<file path="src/rtl/trng_pkg.sv">
// Shared state encoding and default parameter values for the TRNG word collector.
package trng_pkg;

  localparam int DEF_WORD_W      = 32;
  localparam int DEF_WARMUP_BITS = 64;
  localparam int DEF_REP_LIMIT   = 32;
  localparam int DEF_DEBIAS      = 1;

  typedef enum logic [2:0] {
    ST_IDLE    = 3'd0,
    ST_WARMUP  = 3'd1,
    ST_COLLECT = 3'd2,
    ST_HOLD    = 3'd3,
    ST_FAULT   = 3'd4
  } state_t;

endpackage

</file>
<file path="src/rtl/trng_rep_health.sv">
// Repetition-count health test on the raw TRNG bit stream; fail flags the edge whose
// sample completes a run of REP_LIMIT identical bits.
module trng_rep_health #(
  parameter int REP_LIMIT = 32
) (
  input  logic clk,
  input  logic rst,
  input  logic sample_en,
  input  logic raw_bit,
  input  logic clear,
  output logic fail
);

  localparam int CW = $clog2(REP_LIMIT + 1);

  logic [CW-1:0] run_cnt;
  logic [CW-1:0] run_next;
  logic          prev_bit;

  // A zero count means no previous bit since reset or the last clear.
  always_comb begin
    run_next = run_cnt;
    if (run_cnt == '0 || raw_bit != prev_bit)
      run_next = CW'(1);
    else if (run_cnt != CW'(REP_LIMIT))
      run_next = run_cnt + CW'(1);
  end

  assign fail = sample_en && (run_next == CW'(REP_LIMIT));

  always_ff @(posedge clk or posedge rst) begin
    if (rst) begin
      run_cnt  <= '0;
      prev_bit <= 1'b0;
    end else if (clear) begin
      run_cnt  <= '0;
      prev_bit <= 1'b0;
    end else if (sample_en) begin
      run_cnt  <= run_next;
      prev_bit <= raw_bit;
    end
  end

endmodule

</file>
<file path="src/rtl/trng_word_collector.sv">
// Consumer side of the TRNG serial stream: warm-up discard, optional von Neumann debiasing,
// repetition health test and word packing toward a valid/ready sink.
//
//   state   | meaning
//   IDLE    | generator off, waiting for run
//   WARMUP  | generator on, raw bits discarded
//   COLLECT | generator on, accepted bits shifted into the word
//   HOLD    | word presented, waiting for handshake
//   FAULT   | health test tripped, sticky until clr
module trng_word_collector
  import trng_pkg::*;
#(
  parameter int WORD_W      = DEF_WORD_W,
  parameter int WARMUP_BITS = DEF_WARMUP_BITS,
  parameter int REP_LIMIT   = DEF_REP_LIMIT,
  parameter int DEBIAS      = DEF_DEBIAS
) (
  input  logic              clk,
  input  logic              clr,
  input  logic              run,
  input  logic              rand_in,
  output logic              trng_en,
  output logic [WORD_W-1:0] word_out,
  output logic              word_valid,
  input  logic              word_ready,
  output logic              health_fail
);

  localparam int BW = $clog2(WORD_W + 1);
  localparam int WW = $clog2(WARMUP_BITS + 1);

  state_t        state;
  state_t        state_next;
  logic          en_q;
  logic [WW-1:0] warm_cnt;
  logic [BW-1:0] bit_cnt;
  logic          pair_phase;
  logic          pair_first;
  logic          accept;
  logic          accept_bit;
  logic          word_done;
  logic          warm_done;
  logic          fail;
  logic          health_clear;

  assign trng_en     = (state == ST_WARMUP) || (state == ST_COLLECT);
  assign word_valid  = (state == ST_HOLD);
  assign health_fail = (state == ST_FAULT);

  // rand_in lags trng_en by one cycle, so en_q is the sample strobe.
  always_comb begin
    accept     = 1'b0;
    accept_bit = rand_in;
    if (en_q && state == ST_COLLECT) begin
      if (DEBIAS == 0) begin
        accept = 1'b1;
      end else if (pair_phase && (pair_first != rand_in)) begin
        accept     = 1'b1;
        accept_bit = pair_first;
      end
    end
  end

  assign word_done = accept && (bit_cnt == BW'(WORD_W - 1));
  assign warm_done = en_q && (state == ST_WARMUP) && (warm_cnt == WW'(WARMUP_BITS - 1));

  always_comb begin
    state_next = state;
    case (state)
      ST_IDLE:    if (run) state_next = ST_WARMUP;
      ST_WARMUP:  if (!run) state_next = ST_IDLE;
                  else if (warm_done) state_next = ST_COLLECT;
      ST_COLLECT: if (!run) state_next = ST_IDLE;
                  else if (word_done) state_next = ST_HOLD;
      ST_HOLD:    if (word_ready) state_next = run ? ST_COLLECT : ST_IDLE;
      ST_FAULT:   state_next = ST_FAULT;
      default:    state_next = ST_IDLE;
    endcase
    if (fail) state_next = ST_FAULT;
  end

  assign health_clear = (state_next == ST_IDLE) && (state != ST_IDLE);

  trng_rep_health #(
    .REP_LIMIT (REP_LIMIT)
  ) u_health (
    .clk       (clk),
    .rst       (clr),
    .sample_en (en_q),
    .raw_bit   (rand_in),
    .clear     (health_clear),
    .fail      (fail)
  );

  always_ff @(posedge clk or posedge clr) begin
    if (clr) begin
      state      <= ST_IDLE;
      en_q       <= 1'b0;
      word_out   <= '0;
      warm_cnt   <= '0;
      bit_cnt    <= '0;
      pair_phase <= 1'b0;
      pair_first <= 1'b0;
    end else begin
      state <= state_next;
      en_q  <= trng_en;

      if (state == ST_IDLE)
        warm_cnt <= '0;
      else if (en_q && state == ST_WARMUP)
        warm_cnt <= warm_cnt + WW'(1);

      if (state_next == ST_IDLE || word_done)
        bit_cnt <= '0;
      else if (accept)
        bit_cnt <= bit_cnt + BW'(1);

      if (accept)
        word_out <= {word_out[WORD_W-2:0], accept_bit};

      // Pair alignment restarts every time collection (re)starts.
      if (state_next == ST_COLLECT && state != ST_COLLECT) begin
        pair_phase <= 1'b0;
      end else if (en_q && state == ST_COLLECT) begin
        pair_phase <= ~pair_phase;
        if (!pair_phase) pair_first <= rand_in;
      end
    end
  end

endmodule

</file>
<file path="config.mk">
export PLATFORM = sky130hd
export DESIGN_NAME = trng_word_collector
export DESIGN_NICKNAME = d
export VERILOG_FILES = /design/src/rtl/trng_pkg.sv /design/src/rtl/trng_rep_health.sv /design/src/rtl/trng_word_collector.sv
export SDC_FILE = /design/constraint.sdc
export NUM_CORES = 1
export LEC_CHECK = 0
export BUFFER_PORTS_ARGS = -buffer_cell sky130_fd_sc_hd__buf_2
export CAP_MARGIN = 15
export CORE_UTILIZATION = 40
export DETAILED_ROUTE_END_ITERATION = 10
export PLACE_DENSITY = 0.61
export SETUP_SLACK_MARGIN = 0.15
export SLEW_MARGIN = 20
export SYNTH_ARGS = -nofsm -noshare
export SYNTH_HDL_FRONTEND = slang
export SYNTH_SLANG_ARGS = --single-unit
</file>
<file path="constraint.sdc">
create_clock -name clk -period 2.7 [get_ports clk]
set_input_delay 0.405 -clock clk [delete_from_list [all_inputs] [get_ports clk]]
set_output_delay 0.405 -clock clk [all_outputs]
set_load 0.02 [all_outputs]
</file>
== Word-level counts from Yosys, hierarchy flattened ==
Cells that the tools add are included.
Cells by class
  add/sub/neg operators: 3
  equality and inequality tests: 12
  mux-type cells: 25
  bitwise operators: 2
  reductions and logical operators: 20
Operators by type and width (number)
  $mux 6: 6
  $mux 3: 7
  $pmux 3 s5: 1
  $mux 7: 2
  $add 6x1->6 const B: 2
  $eq 3x2->1 const B: 3
  $logic_and 1x1->1: 8
  $mux 1: 8
  $reduce_bool 2->1: 4
  $add 7x1->7 const B: 1
  $eq 7x6->1 const B: 1
  $eq 6x5->1 const B: 1
  $eq 6x6->1 const B: 1
  $logic_not 3->1: 2
  $logic_not 6->1: 1
  $ne 6x6->1 const B: 1
  $eq 3x1->1 const B: 1
  $eq 3x3->1 const B: 1
  $logic_or 1x1->1: 3
  $ne 3x2->1 const B: 1
  $reduce_and 3->1: 1
  $reduce_bool 3->1: 1
  $mux 2: 1
  $ne 1x1->1: 2
  $not 1->1: 2
Storage, ports and cells
  register bits: 58
  word-level logic and storage cells: 71

== Longest topological paths before layout ==
  depth after elaboration: 13
  gate-level depth with buffers: 8
  mapped depth without buffers: 7

== Cells and area by module ==
From an unflattened synthesis, not the netlist that was laid out.
Unflattened totals
  cell total of the unflattened synthesis: 244
  area total of the unflattened synthesis: 2821.5 sq um
Modules (own cells, without submodules)
  trng_word_collector: instances 1, cells an instance 187, area each 2298.5 sq um, sequential area each 1276.2 sq um
  trng_rep_health: instances 1, cells an instance 57, area each 523.0 sq um, sequential area each 175.2 sq um

== Least setup slack after synthesis ==
Ideal clock, no wire load.
  kind: register to register
  start point: reg u_health.run_cnt[0]
  end point: reg bit_cnt[4]
  setup time: 0.141 ns
  arrival: 1.833 ns
  required time: 2.559 ns
  path slack: 0.726 ns
  stages on the path, launching flop included: 9
  buffers on the path: 1
  cells stage by stage: dfrtp_1 inv_1 ha_1 nor4b_1 or3_1 a21oi_1 nand3_1 clkbuf_1 a31oi_1
On the way
  word-level cells in the longest chain between the ends: 9
RTL lines
  from (decl): RTL line trng_rep_health.sv:16  | logic [CW-1:0] run_cnt;
  from (signal assigned): RTL line trng_rep_health.sv:39  | run_cnt <= run_next;
  $add 6x1->6 (tied with other cells): RTL line trng_rep_health.sv:26  | run_next = run_cnt + CW'(1);
  $mux 6 or $logic_or 1x1->1 (tied branches): RTL line trng_rep_health.sv:25, trng_rep_health.sv:23
  $mux 6 (*): RTL line trng_rep_health.sv:23  | if (run_cnt == '0 || raw_bit != prev_bit)
  $eq 6x6->1 (*): RTL line trng_rep_health.sv:29  | assign fail = sample_en && (run_next == CW'(REP_LIMIT));
  $logic_and 1x1->1 (*): RTL line trng_rep_health.sv:29
  $mux 3 (*): RTL line trng_word_collector.sv:79  | if (fail) state_next = ST_FAULT;
  $logic_not 3->1 (*): RTL line trng_word_collector.sv:113  | if (state_next == ST_IDLE || word_done)
  $logic_or 1x1->1 (*): RTL line trng_word_collector.sv:113
  $mux 6 or $reduce_bool 2->1 (tied branches)
  to (signal assigned): RTL line trng_word_collector.sv:116  | bit_cnt <= bit_cnt + BW'(1);
  to (decl): RTL line trng_word_collector.sv:36  | logic [BW-1:0] bit_cnt;
Mark *: on every way between the ends. The rest lies on a longest branch, timed or not.
A chain may end at the register's enable or synchronous reset.

== Worst setup path after layout ==
  start point: reg u_health.run_cnt[0]
  end point: reg u_health.run_cnt[5]
On the way
  word-level cells in the longest chain between the ends: 9
RTL lines
  $add 6x1->6 (tied with other cells): RTL line trng_rep_health.sv:26
  $mux 6 or $logic_or 1x1->1 (tied branches): RTL line trng_rep_health.sv:25, trng_rep_health.sv:23
  $mux 6 (*): RTL line trng_rep_health.sv:23
  $eq 6x6->1: RTL line trng_rep_health.sv:29
  $logic_and 1x1->1: RTL line trng_rep_health.sv:29
  $mux 3: RTL line trng_word_collector.sv:79
  $logic_not 3->1: RTL line trng_word_collector.sv:82  | assign health_clear = (state_next == ST_IDLE) && (state != ST_IDLE);
  $logic_and 1x1->1: RTL line trng_word_collector.sv:82
  $mux 6 or $reduce_bool 2->1 (tied branches)
Mark *: on every way between the ends. The rest lies on a longest branch, timed or not. The select of a mux whose other input is x is not followed.

==> impl_results.rst <==
.. list-table::
   :header-rows: 1

   * - Metric
     - Value
   * - Area delta synth->final
     - 17.2%
   * - Area of the mapped netlist
     - approximately 0.0028 mm²
   * - Placer Congestion
     - between 0.8 and 0.9
   * - Violated checks
     - DRC
   * - CTS clock-pin slew for the worst setup and hold paths
     - 0.06 ns
   * - Site Rows
     - 30
   * - Overall routing resource usage
     - approximately 17%
   * - Instance area after placement
     - about 0.0031 mm²
   * - Post-synth top area share
     - 52.0%
   * - Average footprint of a synthesized cell
     - roughly 8.9 µm²
   * - H-Tree Level Count
     - 3
   * - Unrepaired setup endpoints after global routing
     - false
   * - Number of instances resized during post-cts repair
     - 0
   * - Most used cell, CP
     - a21oi_1
   * - Post-synthesis sequential element count
     - 58
   * - Setup repair bufs after CTS
     - 0
   * - Maximum net fanout on the critical path
     - 11
   * - Count of warnings emitted by yosys
     - 0
   * - Result of the run
     - finished with violations
   * - Number of failing hold endpoints at the final stage
     - 0
   * - Fmax
     - ~450 MHz
   * - Count of different cell masters after synthesis
     - between 40 and 50
   * - Type of destination of the critical path
     - flip-flop
   * - Max Transition Viols Final
     - 0
   * - Largest cells by area after synthesis
     - dfrtp_1 (52%), nand2_1 (15%), a21oi_1 (3.0%), nor2_1 (1.9%), xnor2_1 (1.9%)
   * - Final total negative setup slack
     - 0 ns
   * - Final antenna diode count
     - 0
   * - Starting utilization of the core area
     - about two fifths
   * - Cell type with the highest aggregate area in the netlist
     - dfrtp_1
   * - Clk Latency, worst-skew pair
     - 0.33 ns
   * - Critical path arrival
     - ~2.5 ns
   * - Post-detailed-route wirelength per cell
     - ~13 µm
   * - Layout Nets
     - about 370
   * - Path category of the worst min-delay check
     - input port to asynchronous set/reset pin
   * - Ys flop type
     - dfrtp_1
   * - Slew at the pin closest to its max-slew limit
     - ~0.70 ns
   * - Wire length of the first global-routing pass
     - between 9 and 10 mm
   * - I/O pin cnt
     - 40
   * - Sequential fraction of the synthesis area
     - 52.0%
   * - Worst voltage drop across the vdd grid
     - between 0.0003 and 0.0004 V
   * - Average vias per placed instance
     - 5.12
   * - Pin count of the biggest net entering global routing
     - 32
   * - Total non-filler cell area in the finished layout
     - 0.00327 mm²
   * - Number of standard cells after synthesis
     - roughly 310
   * - Core outline area
     - 0.00676 mm²
   * - DRC violations left
     - 1
   * - Number of nets still failing antenna checks after routing
     - 0
   * - Worst-case clock skew
     - ~0.0076 ns
   * - Max Root-Sink Buffers
     - 2
   * - Antenna violations before repair
     - 0
   * - CTS Root Cell
     - clkbuf_8
   * - Total leakage power
     - 0.00172 µW
   * - Commonest cells in the netlist
     - nand2_1 (111), dfrtp_1 (58), a21oi_1 (17), nor2_1 (14), inv_1 (9)
   * - Worst setup path class
     - flip-flop to flip-flop
   * - Port Buffer Count
     - 39
   * - Asr flop ratio synth
     - 100%
   * - Overall die area
     - 0.00732 mm²
   * - Number of vias after detailed routing
     - about 2300
   * - Tcrit/Tclk final
     - 82.1%
   * - Setup crit start kind
     - flip-flop
   * - Count of hold buffers inserted by post-cts repair
     - 0
   * - Number of DRC markers in iteration 0
     - 95
   * - GRT overflow
     - 0
   * - Height of the chip
     - ~86 µm
   * - Max_cap viols
     - 0
   * - Final worst path period need
     - between 2 and 2.5 ns
   * - Cell with the largest stage delay on the worst path
     - nor4b_1
   * - 1st-pass router iterations
     - 7
   * - Width of the die
     - 85.6 µm
   * - Number of global-route vias before repair
     - ~2200
   * - Number of buffers and inverters on the critical path
     - 2
   * - Required time worst endpoint
     - slightly below 3 ns
   * - Cell type group with the largest total delay on the critical path
     - simple AND/OR/NAND/NOR gates
   * - Detailed-placement wirelength estimate
     - around 3.8 mm
   * - Count of flip-flops with a built-in enable after synthesis
     - 0
   * - Delay of the slowest cell on the worst path
     - 0.48 ns
   * - Fraction of layout cells with a size suffix above 1
     - 19.4%
   * - Total length of routed wires
     - 5.59 mm
   * - Final setup violation count
     - 0
   * - TritonCTS clock tree
     - built
   * - Sequence of cells on the critical path
     - inv_1 -> ha_1 -> nor4b_1 -> nand4_1 -> a21oi_1 -> nand3_1 -> buf_4 -> a21oi_1
   * - Clock buffer count from CTS
     - 9
   * - Most repeated cell in the gate-level netlist after synthesis
     - nand2_1
   * - TritonCTS Sinks
     - between 50 and 60
   * - Synth Net Count
     - 322
   * - Max-slew headroom
     - 53.0%
   * - Power density cells
     - between 400 and 500 mW/mm²
==> sequential cells by signal, summed over array words and instances (netlist names) <==
register / flops
bit_cnt: 6
en_q: 1
pair_first: 1
pair_phase: 1
state: 3
u_health.prev_bit: 1
u_health.run_cnt: 6
warm_cnt: 7
word_out: 32
==> cell usage in the layout, fill, tap and decap left out, types with 2 or more instances in the layout <==
cell,netlist,final
nor2_1,14,14
buf_4,0,8
nand3_1,8,8
o221ai_1,2,2
a22oi_1,3,3
mux2i_1,3,3
o21ai_0,8,8
nor3b_1,3,3
a21oi_1,17,17
a31oi_1,8,8
ha_1,4,4
or3_1,2,2
xnor2_1,6,6
nand2_1,111,111
and3_1,5,5
clkbuf_8,0,12
nand2b_1,2,2
nor2b_1,2,2
dfrtp_1,58,58
xor2_1,5,5
nand4_1,4,4
inv_1,9,8
nor3_1,6,6
buf_2,5,39
==> metrics by stage <==
stage / hold slack, ns / cells / utilization [%] / power (µW) / setup slack, ns
after floorplan: 0.487 / 313 / - / 904 / 0.726
after global placement: 0.453 / 426 / 45.8 / 917 / 0.601
after detailed placement: 0.458 / 426 / 45.8 / 918 / 0.507
after CTS: 0.142 / 440 / 48.5 / 1650 / 0.457
after global routing: 0.187 / 440 / 48.5 / 1690 / 0.221
final: 0.138 / 440 / 48.5 / 1610 / 0.484
==> power by group <==
part,switching [µW],internal [µW],total (µW)
logic,23.1,7.88,31.0
clock network,318,396,714
registers,0,869,869
total,341,1270,1610
==> worst reg2reg max path: cells and delay by family (launching register included) <==
kind	cells	cell delay, ns
compound gates	2	0.29
buf+inv	2	0.37
simple gates	3	0.88
fa+ha+maj	1	0.16
flops	1	0.43
==> routing by layer <==
layer  global-route usage [%]  share of wire (%)  vias to the layer above
met5                        0                  0                        -
met4                     5.45               0.82                        0
met3                     5.97                4.8                        5
met2                     27.1                 47                       59
met1                     21.8                 47                     1050
li1                         -                  -                     1140
==> cell type report <==
| class | count | area [µm²] |
|---|---|---|
| tap | 80 | 100 |
| multi-input combinational | 231 | 1240 |
| clock buffer | 12 | 165 |
| clock inverter | 2 | 12.5 |
| fill | 680 | 3480 |
| sequential | 58 | 1450 |
| inverter | 9 | 33.8 |
| timing repair buffer | 48 | 275 |
==> cell families after synthesis <==
logic type	count (synthesis)	synth area share [%]
buffers and inverters	24	3.76
multiplexers	3	1.08
AO/OA/AOI/OAI	48	11.2
flip-flops	58	52.0
adder cells (fa/ha/maj)	4	1.79
XOR/XNOR	11	3.45
AND/OR/NAND/NOR	165	26.7
==> final timing paths <==
kind / slack (ns) / start / endpoint / cells past startpoint
setup / recovery: 0.48 / u_health.run_cnt[0]$_DFFE_PP0P_ / u_health.run_cnt[5]$_DFFE_PP0P_ / 8
hold / removal: 0.14 / clr / word_out[0]$_DFFE_PP0P_ / 2
setup reg to reg: 0.48 / u_health.run_cnt[0]$_DFFE_PP0P_ / u_health.run_cnt[5]$_DFFE_PP0P_ / 8
hold reg to reg: 0.47 / word_out[31]$_DFFE_PP0P_ / word_out[31]$_DFFE_PP0P_ / 2
max in group asynchronous: 1.99 / clr / word_out[14]$_DFFE_PP0P_ / 3
min in group clk: 0.46 / rand_in / pair_first$_DFFE_PP0P_ / 3
No activity file was read; power rests on OpenSTA's default activity.
